## src/rtl/output_buffer_sequencer_if.sv

```systemverilog
// Stream-side bundle of the output buffer sequencer: buffer descriptors, data beats,
// the flush pulse and the outgoing write-request descriptors.
interface output_buffer_sequencer_if #(
    parameter int VADDR_BITS = 48,
    parameter int SIZE_BITS  = 28
);
    // Every channel transfers on a cycle where valid and ready are both high; a source
    // holds valid and its payload steady until that cycle, and ready may depend on state only.
    logic                  buf_valid;
    logic                  buf_ready;
    logic [VADDR_BITS-1:0] buf_vaddr;
    logic [SIZE_BITS-1:0]  buf_size;
    logic                  flush_buffers;
    logic                  beat_valid;
    logic                  beat_ready;
    logic                  beat_last;
    logic                  req_valid;
    logic                  req_ready;
    logic [VADDR_BITS-1:0] req_vaddr;
    logic [SIZE_BITS-1:0]  req_len;
    logic                  req_last;
    logic                  req_buf_end;

    modport master (
        output buf_valid, buf_vaddr, buf_size, flush_buffers, beat_valid, beat_last, req_ready,
        input  buf_ready, beat_ready, req_valid, req_vaddr, req_len, req_last, req_buf_end
    );

    modport slave (
        input  buf_valid, buf_vaddr, buf_size, flush_buffers, beat_valid, beat_last, req_ready,
        output buf_ready, beat_ready, req_valid, req_vaddr, req_len, req_last, req_buf_end
    );
endinterface

```

## src/rtl/output_buffer_sequencer.sv

```systemverilog
// Packs the data beats of one output stream into host buffers and issues one
// write-request descriptor per closed chunk (max-size, buffer-full, stream-last or flush).
module output_buffer_sequencer #(
    parameter int VADDR_BITS     = 48,
    parameter int SIZE_BITS      = 28,
    parameter int BEAT_BYTES     = 64,
    parameter int MAX_XFER_BYTES = 4096
) (
    input  logic                         clk,
    input  logic                         rst_n,
    output_buffer_sequencer_if.slave     bus,
    output logic [63:0]                  total_bytes,
    output logic [1:0]                   dbg_state
);
    localparam logic [1:0] IDLE = 2'd0;
    localparam logic [1:0] FILL = 2'd1;
    localparam logic [1:0] EMIT = 2'd2;

    localparam logic [SIZE_BITS-1:0] BEAT      = SIZE_BITS'(BEAT_BYTES);
    localparam logic [SIZE_BITS-1:0] MAX_XFER  = SIZE_BITS'(MAX_XFER_BYTES);
    localparam logic [SIZE_BITS-1:0] BEAT_MASK = ~(BEAT - SIZE_BITS'(1));

    logic [1:0]            state;
    logic [VADDR_BITS-1:0] base;
    logic [SIZE_BITS-1:0]  cap;
    logic [SIZE_BITS-1:0]  buf_off;
    logic [SIZE_BITS-1:0]  chunk_start;
    logic [SIZE_BITS-1:0]  chunk_bytes;
    logic                  flush_pending;
    logic [VADDR_BITS-1:0] req_vaddr_q;
    logic [SIZE_BITS-1:0]  req_len_q;
    logic                  req_last_q;
    logic                  req_buf_end_q;

    logic [SIZE_BITS-1:0]  eff_size;
    logic [SIZE_BITS-1:0]  step;
    logic [SIZE_BITS-1:0]  new_chunk;
    logic [SIZE_BITS-1:0]  new_off;
    logic                  buf_hs;
    logic                  beat_hs;
    logic                  req_hs;
    logic                  is_full;
    logic                  is_last;
    logic                  close;

    // Ready/valid are gated by rst_n so nothing handshakes while reset is held.
    assign bus.buf_ready   = rst_n && (state == IDLE);
    assign bus.beat_ready  = rst_n && (state == FILL);
    assign bus.req_valid   = rst_n && (state == EMIT);
    assign bus.req_vaddr   = req_vaddr_q;
    assign bus.req_len     = req_len_q;
    assign bus.req_last    = req_last_q;
    assign bus.req_buf_end = req_buf_end_q;
    assign dbg_state       = state;

    assign eff_size  = bus.buf_size & BEAT_MASK;
    assign buf_hs    = bus.buf_valid && bus.buf_ready;
    assign beat_hs   = bus.beat_valid && bus.beat_ready;
    assign req_hs    = bus.req_valid && bus.req_ready;
    assign step      = beat_hs ? BEAT : '0;
    assign new_chunk = chunk_bytes + step;
    assign new_off   = buf_off + step;
    assign is_full   = beat_hs && (new_off == cap);
    assign is_last   = beat_hs && bus.beat_last;
    assign close     = beat_hs && ((new_chunk == MAX_XFER) || is_full || is_last);

    always_ff @(posedge clk) begin
        if (!rst_n) begin
            state         <= IDLE;
            base          <= '0;
            cap           <= '0;
            buf_off       <= '0;
            chunk_start   <= '0;
            chunk_bytes   <= '0;
            flush_pending <= 1'b0;
            req_vaddr_q   <= '0;
            req_len_q     <= '0;
            req_last_q    <= 1'b0;
            req_buf_end_q <= 1'b0;
            total_bytes   <= '0;
        end else begin
            case (state)
                IDLE: begin
                    flush_pending <= 1'b0;
                    // Descriptors smaller than one beat are consumed and dropped.
                    if (buf_hs && (eff_size != '0)) begin
                        base        <= bus.buf_vaddr;
                        cap         <= eff_size;
                        buf_off     <= '0;
                        chunk_start <= '0;
                        chunk_bytes <= '0;
                        state       <= FILL;
                    end
                end
                FILL: begin
                    buf_off     <= new_off;
                    chunk_bytes <= new_chunk;
                    if (bus.flush_buffers && (new_chunk == '0)) begin
                        state <= IDLE;
                    end else if (bus.flush_buffers || close) begin
                        req_vaddr_q   <= base + VADDR_BITS'(chunk_start);
                        req_len_q     <= new_chunk;
                        req_last_q    <= is_last;
                        req_buf_end_q <= bus.flush_buffers || is_full || is_last;
                        state         <= EMIT;
                    end
                end
                EMIT: begin
                    if (bus.flush_buffers) begin
                        flush_pending <= 1'b1;
                    end
                    if (req_hs) begin
                        total_bytes <= total_bytes + 64'(req_len_q);
                        // A flush seen at any point during the stall ends the buffer here.
                        if (req_buf_end_q || flush_pending || bus.flush_buffers) begin
                            flush_pending <= 1'b0;
                            state         <= IDLE;
                        end else begin
                            chunk_start <= buf_off;
                            chunk_bytes <= '0;
                            state       <= FILL;
                        end
                    end
                end
                default: state <= IDLE;
            endcase
        end
    end
endmodule

```

## src/flat_wrapper.sv

```systemverilog
// flat-port wrapper written by rule: the top's interface ports become plain ports
module output_buffer_sequencer_flat 
#(
    parameter int VADDR_BITS     = 48,
    parameter int SIZE_BITS      = 28,
    parameter int BEAT_BYTES     = 64,
    parameter int MAX_XFER_BYTES = 4096
)
  (clk, rst_n, total_bytes, dbg_state, bus_buf_valid, bus_buf_vaddr, bus_buf_size, bus_flush_buffers, bus_beat_valid, bus_beat_last, bus_req_ready, bus_buf_ready, bus_beat_ready, bus_req_valid, bus_req_vaddr, bus_req_len, bus_req_last, bus_req_buf_end);
  output_buffer_sequencer_if #(.VADDR_BITS(VADDR_BITS), .SIZE_BITS(SIZE_BITS)) bus_i ();
  input  logic clk;
  input  logic rst_n;
  output logic [63:0] total_bytes;
  output logic [1:0] dbg_state;
  input wire logic [$bits(bus_i.buf_valid)-1:0] bus_buf_valid;
  input wire logic [$bits(bus_i.buf_vaddr)-1:0] bus_buf_vaddr;
  input wire logic [$bits(bus_i.buf_size)-1:0] bus_buf_size;
  input wire logic [$bits(bus_i.flush_buffers)-1:0] bus_flush_buffers;
  input wire logic [$bits(bus_i.beat_valid)-1:0] bus_beat_valid;
  input wire logic [$bits(bus_i.beat_last)-1:0] bus_beat_last;
  input wire logic [$bits(bus_i.req_ready)-1:0] bus_req_ready;
  output wire logic [$bits(bus_i.buf_ready)-1:0] bus_buf_ready;
  output wire logic [$bits(bus_i.beat_ready)-1:0] bus_beat_ready;
  output wire logic [$bits(bus_i.req_valid)-1:0] bus_req_valid;
  output wire logic [$bits(bus_i.req_vaddr)-1:0] bus_req_vaddr;
  output wire logic [$bits(bus_i.req_len)-1:0] bus_req_len;
  output wire logic [$bits(bus_i.req_last)-1:0] bus_req_last;
  output wire logic [$bits(bus_i.req_buf_end)-1:0] bus_req_buf_end;
  assign bus_i.buf_valid = bus_buf_valid;
  assign bus_i.buf_vaddr = bus_buf_vaddr;
  assign bus_i.buf_size = bus_buf_size;
  assign bus_i.flush_buffers = bus_flush_buffers;
  assign bus_i.beat_valid = bus_beat_valid;
  assign bus_i.beat_last = bus_beat_last;
  assign bus_i.req_ready = bus_req_ready;
  assign bus_buf_ready = bus_i.buf_ready;
  assign bus_beat_ready = bus_i.beat_ready;
  assign bus_req_valid = bus_i.req_valid;
  assign bus_req_vaddr = bus_i.req_vaddr;
  assign bus_req_len = bus_i.req_len;
  assign bus_req_last = bus_i.req_last;
  assign bus_req_buf_end = bus_i.req_buf_end;
  output_buffer_sequencer #(.VADDR_BITS(VADDR_BITS), .SIZE_BITS(SIZE_BITS), .BEAT_BYTES(BEAT_BYTES), .MAX_XFER_BYTES(MAX_XFER_BYTES)) u_core (.clk(clk), .rst_n(rst_n), .bus(bus_i), .total_bytes(total_bytes), .dbg_state(dbg_state));
endmodule
```

## config.mk

```make
export PLATFORM = sky130hd
export DESIGN_NAME = output_buffer_sequencer_flat
export DESIGN_NICKNAME = d
export VERILOG_FILES = /design/src/rtl/output_buffer_sequencer_if.sv /design/src/rtl/output_buffer_sequencer.sv /design/src/flat_wrapper.sv
export SDC_FILE = /design/constraint.sdc
export NUM_CORES = 1
export LEC_CHECK = 0
export CORE_MARGIN = 2
export CORE_UTILIZATION = 59
export CTS_CLUSTER_SIZE = 40
export DETAILED_ROUTE_END_ITERATION = 10
export PLACE_DENSITY_LB_ADDON = 0.3
export SLEW_MARGIN = 40
export SYNTH_ARGS = -nofsm -noshare
export SYNTH_HDL_FRONTEND = slang
export SYNTH_SLANG_ARGS = --single-unit
```

## constraint.sdc

```tcl
create_clock -name clk -period 7.9 [get_ports clk]
set_clock_uncertainty 0.2 [all_clocks]
set_input_delay 1.58 -clock clk [delete_from_list [all_inputs] [get_ports clk]]
set_output_delay 1.58 -clock clk [all_outputs]
set_load 0.01 [all_outputs]
```

==> impl_metrics.env <==
export IMPL_run_status="complete, no violations"
export IMPL_cts_reportedPaths_clkPinSlew_ns=0.06
export IMPL_synth_cell_type_count=70
export IMPL_edff_count_synth=0
export IMPL_remaining_drc_errors=0
export IMPL_cts_max_path_buffers=3
export IMPL_min_delay_worst_endpoint="u_core.bus.req_vaddr[22]"
export IMPL_antenna_violations_before_repair=1
export IMPL_synth_compound_gate_area_share_pct=18.1
export IMPL_irDropWorstVdd_v=0.000149
export IMPL_tritoncts_num_buffers=29
export IMPL_critical_path_arrival_ns=6.43
export IMPL_ctsHtreeMaxLevel=1
export IMPL_timing_hold_worst_path_depth=2
export IMPL_routabilityCongestion=0.946
export IMPL_route_final_wire_length_microns=39400
export IMPL_grt_pass1_wl_microns=63900
export IMPL_fraction_of_the_core_area_covered_by_cells_at_the_end_of_the_flow_pct=72.6
export IMPL_timing_max_slew_rel_slack_pct=48.3
export IMPL_syn2layout_area_growth_pct=21.7
export IMPL_first_pass_iters=6
export IMPL_reg2reg_depth=14
export IMPL_via_count_of_the_first_global_routing_pass=13000
export IMPL_layout_filler_cells=1866
export IMPL_die_y_microns=160
export IMPL_pwr_share_seq_pct=46.7
export IMPL_cp_required_ns=8.14
export IMPL_predominant_post_synthesis_flop_cell="sky130_fd_sc_hd__dfxtp_1"
export IMPL_ys_async_sr_fraction_pct=0
export IMPL_finalSetupViolCount=0
export IMPL_syn_area_sq_um=14400
export IMPL_critical_path_slowest_cell="sky130_fd_sc_hd__o21a_2"
export IMPL_ant_nets=0
export IMPL_standby_leakage_power_uw=0.00651
export IMPL_netSwitchingFraction_pct=23.7
export IMPL_rsz_0062_raised_after_global_routing="no"
export IMPL_power_frac_clock_pct=45.0
export IMPL_cts_tree="built"
export IMPL_die_width_microns=160
export IMPL_num_clock_sinks=273
export IMPL_max_cap_violations=0
export IMPL_post_synth_mux_area_share_pct=1.25
export IMPL_synthCells=1833
export IMPL_count_of_buffer_and_inverter_cells_on_the_critical_path=2
export IMPL_finalWorstPathRequiredPeriod_ns=6.20
export IMPL_final_layout_size_suffix_gt1_share_pct=5.08
export IMPL_starting_density_of_the_core_pct=59.7
export IMPL_detailroute_via_count=13900
export IMPL_report_final_hold_viol_count=0
export IMPL_power_density_nw_per_um2=177
export IMPL_timing_critical_path_to_type="register"
export IMPL_internal_power_uw=2370
export IMPL_nets=2100
export IMPL_reg2reg_from="u_core.dbg_state[0]"
export IMPL_postCtsHoldBufs=0
export IMPL_yosys_area_share_simple_pct=25.3
export IMPL_fin_setup_tns_ns=0
export IMPL_synth_yosys_warnings=0
export IMPL_final_min_period_over_clock_period_pct=78.4
export IMPL_synth_adder_area_share_pct=4.34
export IMPL_crit_path_cell_trace="clkdlybuf4s50_1, and3_1, ha_1, ha_1, nand4_4, nor4_4, mux2i_1, nor4_1, or3b_1, o22ai_1, o21a_2, buf_4, nor3_1, a211oi_1"
export IMPL_finalMaxSlewViolations=0
export IMPL_num_rows=57
export IMPL_ctsRootBufferMaster="sky130_fd_sc_hd__clkbuf_16"
export IMPL_clock_insertion_delay_worst_skew_ns=0.55
export IMPL_detailed_placement_wirelength_estimate_microns=27000
export IMPL_crit_path_max_fanout=34
export IMPL_fmax_ghz=0.161
export IMPL_cts_post_setup_buffers_inserted=0
export IMPL_detail_route_vias_per_cell=5.99
export IMPL_buffer_ports_inserted=215
export IMPL_power_combinational_fraction_pct=8.2
export IMPL_synth_top_family_by_area="simple AND/OR/NAND/NOR gates"
export IMPL_grt_ovfl_total=0
export IMPL_postSynthAreaPerCell_sq_um=7.87
export IMPL_yosys_register_bits=273
export IMPL_crit_reg2reg_capture="u_core.bus.req_vaddr[35]"
export IMPL_worst_pin_slew_ns=0.776
export IMPL_cts_resized_gates=0
export IMPL_holdCritStartpoint="u_core.bus.req_vaddr[22]"
export IMPL_maximum_number_of_pins_on_one_net_before_global_route_repair=106
export IMPL_detail_route_iter0_violations=1231
export IMPL_design_portCount=230
export IMPL_holdCritPathClass="reg -> reg"
export IMPL_post_drt_wl_per_cell_microns=17.0
export IMPL_core_footprint_sq_um=24200
export IMPL_dieArea_sq_um=25700
export IMPL_r2r_slack_ns=2.69
export IMPL_worst_setup_path_start_kind="primary input"
export IMPL_timing_critical_path_mode_cell="sky130_fd_sc_hd__ha_1"
export IMPL_share_of_the_yosys_chip_area_belonging_to_registers_pct=37.9
export IMPL_track_usage_pct=29.7
export IMPL_critical_path_class="in -> reg"
export IMPL_power_switching_uw=733
export IMPL_critPathMaxStageDelay_ns=0.57
export IMPL_top_delay_family_on_crit_path="simple AND/OR/NAND/NOR gates"
export IMPL_xor_and_xnor_area_share_after_synthesis_pct=8.02
-- cells in the final DEF (no fill, tap or decap), types with 11 or more instances in the layout --
cell,n
sky130_fd_sc_hd__xnor2_1,89
sky130_fd_sc_hd__nor4_1,24
sky130_fd_sc_hd__mux2i_1,18
sky130_fd_sc_hd__a211oi_1,23
sky130_fd_sc_hd__nor3_1,77
sky130_fd_sc_hd__clkdlybuf4s50_1,214
sky130_fd_sc_hd__clkbuf_16,29
sky130_fd_sc_hd__xor2_1,43
sky130_fd_sc_hd__o21ai_0,157
sky130_fd_sc_hd__a21o_1,23
sky130_fd_sc_hd__and2_1,19
sky130_fd_sc_hd__dfxtp_1,273
sky130_fd_sc_hd__nand2_1,268
sky130_fd_sc_hd__ha_1,50
sky130_fd_sc_hd__inv_1,27
sky130_fd_sc_hd__clkbuf_8,11
sky130_fd_sc_hd__nand3_1,80
sky130_fd_sc_hd__or3_1,19
sky130_fd_sc_hd__nand2b_1,11
sky130_fd_sc_hd__a21oi_1,128
sky130_fd_sc_hd__and3_1,22
sky130_fd_sc_hd__buf_4,13
sky130_fd_sc_hd__a31oi_1,15
sky130_fd_sc_hd__nand4_1,32
sky130_fd_sc_hd__nor2_1,143
-- stage by stage --
step,worst slack (ns),instance area (sq um),power [uW],hold WS (ns),std cells
floorplan,2.84,14500,1630,0.238,1842
global placement,1.43,16500,1720,0.244,2260
detailed placement,1.35,16500,1730,0.245,2260
CTS,1.83,17500,3110,0.253,2314
global route,1.45,17600,3210,0.274,2315
finish,1.71,17600,3100,0.252,2315
-- synthesized netlist by cell type (all sizes together), types with 28 or more instances --
cell / n / area share [%]
dfxtp: 273 / 38
nand2: 269 / 7.0
o21ai: 163 / 5.7
nor2: 146 / 3.8
a21oi: 128 / 4.4
clkbuf: 94 / 2.5
xnor2: 89 / 5.4
nand3: 80 / 2.8
nor3: 78 / 2.7
ha: 50 / 4.3
xor2: 43 / 2.6
buf: 42 / 1.9
nand4: 34 / 1.6
a211oi: 33 / 2.0
inv: 28 / 0.73
-- worst reg2reg max path: stages (launching register included) --
cell and delay [ns]:
sky130_fd_sc_hd__dfxtp_1 0.43, sky130_fd_sc_hd__nor2b_2 0.20, sky130_fd_sc_hd__and3_1 0.35, sky130_fd_sc_hd__ha_1 0.32, sky130_fd_sc_hd__ha_1 0.36, sky130_fd_sc_hd__nand4_4 0.22, sky130_fd_sc_hd__nor4_4 0.41, sky130_fd_sc_hd__mux2i_1 0.14
sky130_fd_sc_hd__nor4_1 0.30, sky130_fd_sc_hd__or3b_1 0.44, sky130_fd_sc_hd__o22ai_1 0.24, sky130_fd_sc_hd__o21a_2 0.57, sky130_fd_sc_hd__buf_4 0.46, sky130_fd_sc_hd__nor3_1 0.13, sky130_fd_sc_hd__a211oi_1 0.33
-- power groups by stage --
| stage | logic [uW] | clock network, uW | registers, uW |
|---|---|---|---|
| detailed placement | 250 | 0 | 1480 |
| global placement | 243 | 0 | 1480 |
| CTS | 253 | 1410 | 1450 |
| floorplan | 165 | 0 | 1470 |
| finish | 255 | 1400 | 1450 |
| global route | 281 | 1470 | 1450 |
-- cell families after synthesis --
family	count (synthesis)
adder cells (fa/ha/maj)	50
AO/OA/AOI/OAI	434
flip-flops	273
XOR/XNOR	132
other	1
AND/OR/NAND/NOR	761
buffers and inverters	164
multiplexers	18
-- registers in the layout (all words and copies together) (netlist names) --
signal,count
u_core.flush_pending,1
u_core.bus.req_vaddr,48
u_core.base,48
u_core.bus.req_buf_end,1
u_core.chunk_start,22
u_core.dbg_state,2
u_core.cap,22
u_core.bus.req_len,22
u_core.total_bytes,62
u_core.buf_off,22
u_core.bus.req_last,1
u_core.chunk_bytes,22
-- layout make-up --
class	instances	area (sq um)	area share (%)
Antenna cell	1	2.50	0.0143
Clock buffer	46	900	5.13
Clock inverter	8	93.8	0.535
Inverter	28	108	0.613
Multi-Input combinational cell	1405	8310	47.3
Sequential cell	273	5470	31.1
Tap cell	324	405	2.31
Timing Repair Buffer	230	2270	13.0
-- how the worst max path moves through the flow --
stage	slack (ns)	start	depth (start not counted)	to
4_1_cts	1.83	bus_beat_valid	14	u_core.bus.req_vaddr[35]
2_1_floorplan	2.84	bus_beat_valid	15	u_core.bus.req_len[22]
3_5_place_dp	1.35	bus_beat_valid	14	u_core.bus.req_vaddr[44]
3_3_place_gp	1.43	bus_beat_valid	14	u_core.bus.req_vaddr[44]
6_report	1.71	bus_beat_valid	14	u_core.bus.req_vaddr[35]
5_1_grt	1.45	bus_beat_valid	14	u_core.bus.req_vaddr[35]
-- routing by layer --
layer / global-route usage (%) / share of wire, %
met4: 13.9 / 4.3
met5: 0 / 0
met1: 38.1 / 43
met2: 50.0 / 47
met3: 4.08 / 6.2
Power figures use the tool's default switching activity.
